[config.mk]
export PLATFORM = sky130hd
export DESIGN_NAME = pixel_streamer
export DESIGN_NICKNAME = d
export VERILOG_FILES = /design/src/rtl/pixel_streamer.sv
export SDC_FILE = /design/constraint.sdc
export NUM_CORES = 1
export LEC_CHECK = 0
export ABC_AREA = 1
export ABC_CLOCK_PERIOD_IN_PS = 2750
export BUFFER_PORTS_ARGS = -buffer_cell sky130_fd_sc_hd__buf_4
export CORE_MARGIN = 5
export CORE_UTILIZATION = 50
export CTS_CLUSTER_SIZE = 12
export DETAILED_ROUTE_END_ITERATION = 8
export GPL_TIMING_DRIVEN = 0
export PLACE_DENSITY = 0.76
export SETUP_SLACK_MARGIN = 0.15
export SLEW_MARGIN = 20
export SYNTH_ARGS = -nofsm -noshare
export SYNTH_HDL_FRONTEND = slang
export SYNTH_SLANG_ARGS = --single-unit
export TNS_END_PERCENT = 20
[constraint.sdc]
create_clock -name clk -period 2.75 [get_ports clk]
set_input_delay 0.825 -clock clk [delete_from_list [all_inputs] [get_ports clk]]
set_output_delay 0.825 -clock clk [all_outputs]
set_load 0.01 [all_outputs]
[src/rtl/pixel_streamer.sv]
// pixel_streamer: holds one WIDTH x DEPTH grayscale frame written through a simple
// write port, and on start streams it in raster order over a valid/ready handshake
// with start-of-frame, end-of-line and end-of-frame markers.
module pixel_streamer #(
    parameter int unsigned WIDTH = 8,
    parameter int unsigned DEPTH = 8,
    localparam int unsigned N  = WIDTH * DEPTH,
    localparam int unsigned AW = (N > 1) ? $clog2(N) : 1,
    localparam int unsigned XW = (WIDTH > 1) ? $clog2(WIDTH) : 1,
    localparam int unsigned YW = (DEPTH > 1) ? $clog2(DEPTH) : 1
) (
    input  logic          clk,
    input  logic          reset,
    input  logic          wr_en,
    input  logic [AW-1:0] wr_addr,
    input  logic [7:0]    wr_data,
    input  logic          start,
    output logic          busy,
    output logic          done,
    output logic          pixel_valid,
    input  logic          pixel_ready,
    output logic [7:0]    pixel,
    output logic [XW-1:0] x,
    output logic [YW-1:0] y,
    output logic          sof,
    output logic          eol,
    output logic          eof
);

    localparam logic [AW-1:0] IdxLast = AW'(N - 1);
    localparam logic [XW-1:0] XLast   = XW'(WIDTH - 1);

    typedef enum logic [0:0] {StIdle, StStream} state_e;

    state_e state_q, state_d;

    logic [AW-1:0] idx_q, idx_d;
    logic [XW-1:0] x_q, x_d;
    logic [YW-1:0] y_q, y_d;
    logic [7:0]    pixel_q, pixel_d;
    logic          done_q, done_d;

    logic [7:0] mem_q [N];
    logic [7:0] mem_d [N];

    logic          start_acc;
    logic          xfer;
    logic          last;
    logic [AW-1:0] idx_nxt;

    assign start_acc = (state_q == StIdle) && start;
    assign xfer      = (state_q == StStream) && pixel_ready;
    assign last      = (idx_q == IdxLast);
    assign idx_nxt   = idx_q + AW'(1);

    // Frame memory next state: writes only land while idle and in range.
    always_comb begin
        mem_d = mem_q;
        if ((state_q == StIdle) && wr_en && (32'(wr_addr) < N)) begin
            mem_d[wr_addr] = wr_data;
        end
    end

    // Frame memory storage; deliberately not cleared by reset.
    always_ff @(posedge clk) begin
        mem_q <= mem_d;
    end

    // State and datapath registers with synchronous reset.
    always_ff @(posedge clk) begin
        if (reset) begin
            state_q <= StIdle;
            idx_q   <= '0;
            x_q     <= '0;
            y_q     <= '0;
            pixel_q <= '0;
            done_q  <= 1'b0;
        end else begin
            state_q <= state_d;
            idx_q   <= idx_d;
            x_q     <= x_d;
            y_q     <= y_d;
            pixel_q <= pixel_d;
            done_q  <= done_d;
        end
    end

    // Next-state logic: idle until start, stream until the last pixel is taken.
    always_comb begin
        state_d = state_q;
        unique case (state_q)
            StIdle: begin
                if (start) begin
                    state_d = StStream;
                end
            end
            StStream: begin
                if (pixel_ready && last) begin
                    state_d = StIdle;
                end
            end
            default: state_d = StIdle;
        endcase
    end

    // Datapath next state: raster index, coordinates, pixel and done pulse.
    always_comb begin
        idx_d   = idx_q;
        x_d     = x_q;
        y_d     = y_q;
        pixel_d = pixel_q;
        done_d  = 1'b0;
        if (start_acc) begin
            idx_d   = '0;
            x_d     = '0;
            y_d     = '0;
            // mem_d so a same-cycle write to address 0 is forwarded.
            pixel_d = mem_d[0];
        end else if (xfer) begin
            if (last) begin
                done_d = 1'b1;
            end else begin
                idx_d   = idx_nxt;
                pixel_d = mem_q[idx_nxt];
                if (x_q == XLast) begin
                    x_d = '0;
                    y_d = y_q + YW'(1);
                end else begin
                    x_d = x_q + XW'(1);
                end
            end
        end
    end

    // Outputs: markers decode the registered position, gated by valid.
    always_comb begin
        busy        = (state_q == StStream);
        pixel_valid = (state_q == StStream);
        done        = done_q;
        pixel       = pixel_q;
        x           = x_q;
        y           = y_q;
        sof         = pixel_valid && (idx_q == '0);
        eol         = pixel_valid && (x_q == XLast);
        eof         = pixel_valid && last;
    end

endmodule

After elaboration in Yosys (flattened, before gate mapping). Cells that the tools add are included.

Output and inout bits: 20. Input port bits: 19. Flip-flop bits (word level): 534.

Equality and inequality tests: 3. Reduce and logical (&&, ||, !) cells: 15. Magnitude comparators: 3. Bitwise logic cells: 5. Muxes and demuxes: 15. Add/subtract/negate cells: 3.

Operators with widths (count): $bwmux 512 (1); $mux 512 (1); $bmux 8 s6 (1); $demux 8 s6 (1); $mux 8 (6); $ge 7x7->1 const B (2); $not 6->7 (2); $logic_and 1x1->1 (8); $lt 7x1->1 const B (1); $add 3x1->3 const B (2); $add 6x1->6 const B (1); $eq 6x6->1 const B (1); $logic_not 6->1 (1); $reduce_and 2->1 (2); $eq 3x3->1 const B (1); $mux 1 (3); $mux 3 (1); $not 1->1 (3); $reduce_and 3->1 (1); $reduce_or 3->1 (1); $ne 2x2->1 const B (1); $pmux 1 s2 (1); $reduce_bool 2->1 (1); $reduce_or 2->1 (1).

Depth between registers and ports, before layout.
Depth in word-level cells: 8. Mapped depth: 17. Depth with buffers taken out: 12.

Worst setup path before layout. Ideal clock, no wire load.

Path kind: register to register. Start: register idx_q[0]. End: register pixel_q[1], in the netlist pixel[1]. Cell stages (with the launch flop): 18. Data arrival time: 2.362 ns. Setup slack: 0.317 ns. Path through: dfxtp_1 > buf_4 > inv_2 > buf_4 > buf_6 > buf_4 > ha_1 > inv_1 > buf_2 > buf_1 > nand3_1 > nand3_1 > nand3_1 > nand3_1 > nand3_1 > nand2_1 > nand2_1 > a21oi_1.

Longest elaborated chain between the ends: 8. Elaborated cells between the ends (all ways): 11. Classes of those cells: 1 x add/sub; 2 x eq/ne; 6 x mux; 1 x bitwise; 1 x reduce/logical.

Ends and longest elaborated chain: start: declaration (RTL line 37) `logic [AW-1:0] idx_q, idx_d;`; start signal: assignment (RTL line 80) `idx_q <= idx_d;`; $add 6x1->6 (RTL line 54) `assign idx_nxt = idx_q + AW'(1);`; net idx_nxt[0] (RTL line 49) `logic [AW-1:0] idx_nxt;`; $not 6->7 (implied by the code) (RTL line 124) `pixel_d = mem_q[idx_nxt];`; $bmux 8 s6 (RTL line 124); $mux 8 (implied by the code) (2 in series) (RTL line 124); $mux 8 (RTL line 120) `if (last) begin`; $mux 8 (RTL line 119) `end else if (xfer) begin`; $mux 8 (RTL line 113) `if (start_acc) begin`; end signal: assignment (RTL line 83) `pixel_q <= pixel_d;`; end: declaration (RTL line 40) `logic [7:0] pixel_q, pixel_d;`.

The timed path passes the listed nets, and every way through them passes these cells. The select of a mux whose other input is x is not followed. A chain may end at the register's enable or synchronous reset.

Worst setup path after layout.
Start: register idx_q[0]. End: register pixel_q[4], in the netlist pixel[4].

The elaborated chain is that of the path after synthesis.

==> run_results.csv <==
group,metric,value,unit
finish,area_growth,16.4,%
setup_path,r2r_setup_slack,-0.06,ns
die,start_util,50.3,%
synth,synth_area_leaders,"edfxtp_1, nand2_1, nand3_1, inv_1, nor2_1",
synth,syn_inst,2186,
route,totalWireLength,65400,um
setup_path,cp_common_cell,"nand3_1",
finish,postLayoutCoreUtil,58.5,%
place,placed_cells,2824,
clock_tree,clk_pin_slew,0.06,ns
synth,muxShareOfSynthArea,0,%
finish,layoutNonFillerInstCount,2936,
setup_path,crit_start,"idx_q[0]",
synth,synth_top_family_by_area,"simple AND/OR/NAND/NOR gates",
die,die_y,223,um
status,status,"finished, violations left",
synth,yosysTopAreaCell,"edfxtp_1",
synth,syn-cell-area,22700,um2
sta,report.final.slew_viol_count,0,
power,clock_power_share,40.1,%
sta,max-slew-margin-rel,31.7,%
route,dr.pass1.iters,6,
synth,synth-edff-count,504,
setup_path,path_cells,"buf_6 > inv_8 > buf_12 > buf_12 > buf_8 > ha_4 > clkinvlp_4 > buf_4 > buf_12 > clkbuf_16 > nand2_1 > nand3_1 > nand3_1 > nand3_1 > nand3_1 > nand2_2 > nand2_1 > a21oi_1",
power,p_comb_share,8.1,%
global_routing,grt_pass1_vias,16000,
power,switchingPower,4.01,mW
sta,worst_slack,-0.0647,ns
synth,seq_area_frac_synth,69.3,%
clock_tree,clkLatencyLatePin,0.62,ns
die,dieArea,49800,um2
clock_tree,ctsLongestPathBuffers,3,
synth,synth_fa_ha_area_share,0.275,%
synth,synth.distinct_cells,26,
setup_path,cp_slowest_cell,"dfxtp_2",
setup_path,worstPathArrival,3.29,ns
global_routing,grt_max_degree,65,
synth,synthesis.nets,2210,
power,p_sw_share,23.2,%
place,place_area,23800,um2
setup_path,critPathLaunchType,"flop",
route,vias,16900,
setup_path,cp_data_required_time,3.23,ns
clock_tree,cts_root_buffer,"clkbuf_16",
die,io_pins,39,
clock_tree,numCtsBuffers,54,
clock_tree,cts_sinks,534,
finish,final_net_count,2324,
sta,period_minus_slack,2.81,ns
synth,yosysMostFrequentCell,"nand2_1",
power,p_int,13.3,mW
route,drt-wirelength-per-cell,22.3,um
clock_tree,h-tree-depth,2,
synth,avgSynthCellArea,10.4,um2
sta,period_share,102,%
synth,synthTopCellsByCount,"nand2_1, edfxtp_1, nand3_1",
place,hpwl,40900,um
synth,synth_xor_area_share,0.187,%
die,rows,78,
status,violations,"negative setup slack",
sta,max_freq,355,MHz
global_routing,grt_pass1_wl,95700,um
synth,synth_compound_area_share,1.81,%
setup_path,crit_type,"flop to flop",
place,portBuffers,38,
route,via_per_inst,5.75,
setup_path,r2r_start,"idx_q[0]",
die,die_x,223,um
synth,synth_flop_cell,"edfxtp_1",
synth,synth-simple-area-share,22.8,%
power,power.density,655,nW/um2
finish,final_cell_area,26400,um2
global_routing,track_usage,25.4,%
route,drc,0,
power,pwr-share-seq,51.8,%
sta,hold_viol,0,
setup_path,slowest_delay,0.36,ns
sta,fin_skew,0.0240,ns
setup_path,cp_max_fo,10,
die,core,45200,um2
power,p_leak,10.5,nW
synth,synth-seq-cells,534,
route,drt_iter0_drc,2722,
finish,final.fill_count,3523,
power,max-vdd-ir-drop,0.500,mV
min_path,min_path_type,"flop to flop",
job,max_cap_violations,0,
synth,synth_top_area_share,66.6,%
setup_path,worstPathBufferInverterCount,9,
sta,finalSetupViolCount,27,
finish,drive_above_1_share,15.5,%
sta,rsz0062_at_grt,"yes",
clock_tree,cts_tree,"built",
setup_path,endpoint_kind,"flop",
sta,worst_pin_slew,1.02,ns
min_path,min_from,"y[2]",
global_routing,overflow,0,
synth,async_flop_share,0,%
place,place.gp.congestion,0.994,
route,antenna_left,0,
global_routing,antenna_found_initial,1,
synth,yosysWarningCount,0,
setup_path,crit_family,"buffers and inverters",
per-stage QoR:
stage               total power, mW  TNS, ns  hold slack (ns)  worst slack [ns]
floorplan                      9.76        0            0.445             0.317
global placement               10.3   -99.30            0.464            -0.766
detailed placement             10.3  -118.88            0.471            -0.908
CTS                            17.2   -0.513            0.480           -0.0616
global route                   17.8    -3.66            0.511            -0.124
finish                         17.3   -0.886            0.484           -0.0647
tightest hold or removal path: stages, from the launching register on:
cell and delay, ns:
dfxtp_1 0.32, nand2_1 0.06, a21oi_1 0.06
metal layers:
| metal | vias up | wire, um | track usage (%) |
|---|---|---|---|
| met2 | 1183 | 29600 | 39.6 |
| met4 | 2 | 3830 | 12.6 |
| li1 | 7517 | - | - |
| met5 | - | 12 | 0 |
| met3 | 257 | 8960 | 6.80 |
| met1 | 7919 | 23000 | 33.3 |
cell families (layout without fill, tap and decap cells):
family,count (synthesis),after routing
simple gates,1258,1258
flops,534,534
buf+inv,304,453
compound gates,81,81
fa+ha+maj,5,5
xor+xnor,4,4
other cells,0,1
area by class of cell:
type                            instances  area, um2  share of cell area [%]
Antenna cell                            1       2.50                 0.00947
Buffer                                113        857                    3.24
Clock buffer                           79       1510                    5.70
Clock inverter                         12        111                   0.421
Inverter                              191        728                    2.76
Multi-Input combinational cell       1348       6230                    23.6
Sequential cell                       534      15700                    59.6
Tap cell                              600        751                    2.84
Timing Repair Buffer                   58        499                    1.89
repair_timing:
action | in CTS | in global routing
setup endpoints to repair | 267 | 329
pin swaps | 33 | 11
hold endpoints to repair | 0 | 0
buffers inserted | 12 | 6
cloned | 2 | 0
resized for setup | 177 | 62
hold buffers | 0 | 0
cell usage in the layout, fill, tap and decap left out, types with 4 or more instances in the layout:
cell type	count
nand3_1	276
edfxtp_1	504
dfxtp_1	28
nand4_1	5
o21ai_0	47
clkinv_2	7
o21ai_1	7
a21oi_1	23
nand2_2	9
clkbuf_1	32
clkbuf_16	58
nand3_2	67
clkbuf_4	4
inv_1	186
buf_6	8
nand2_1	712
clkbuf_8	13
nor2_2	43
buf_12	8
buf_4	66
nor2_1	138
buf_2	57
worst paths after layout:
check | endpoint | cells past startpoint
setup / recovery | pixel[4] | 18
hold / removal | y[2] | 2
setup reg to reg | pixel[4] | 18
hold reg to reg | y[2] | 2
power by group through the flow:
stage	clock network (mW)	logic [mW]	registers, mW
after floorplan	0	0.624	9.14
after global placement	0	1.14	9.13
after detailed placement	0	1.17	9.14
after CTS	6.93	1.33	8.97
after global routing	7.30	1.48	8.96
final	6.94	1.41	8.96
Power figures use the tool's default switching activity.
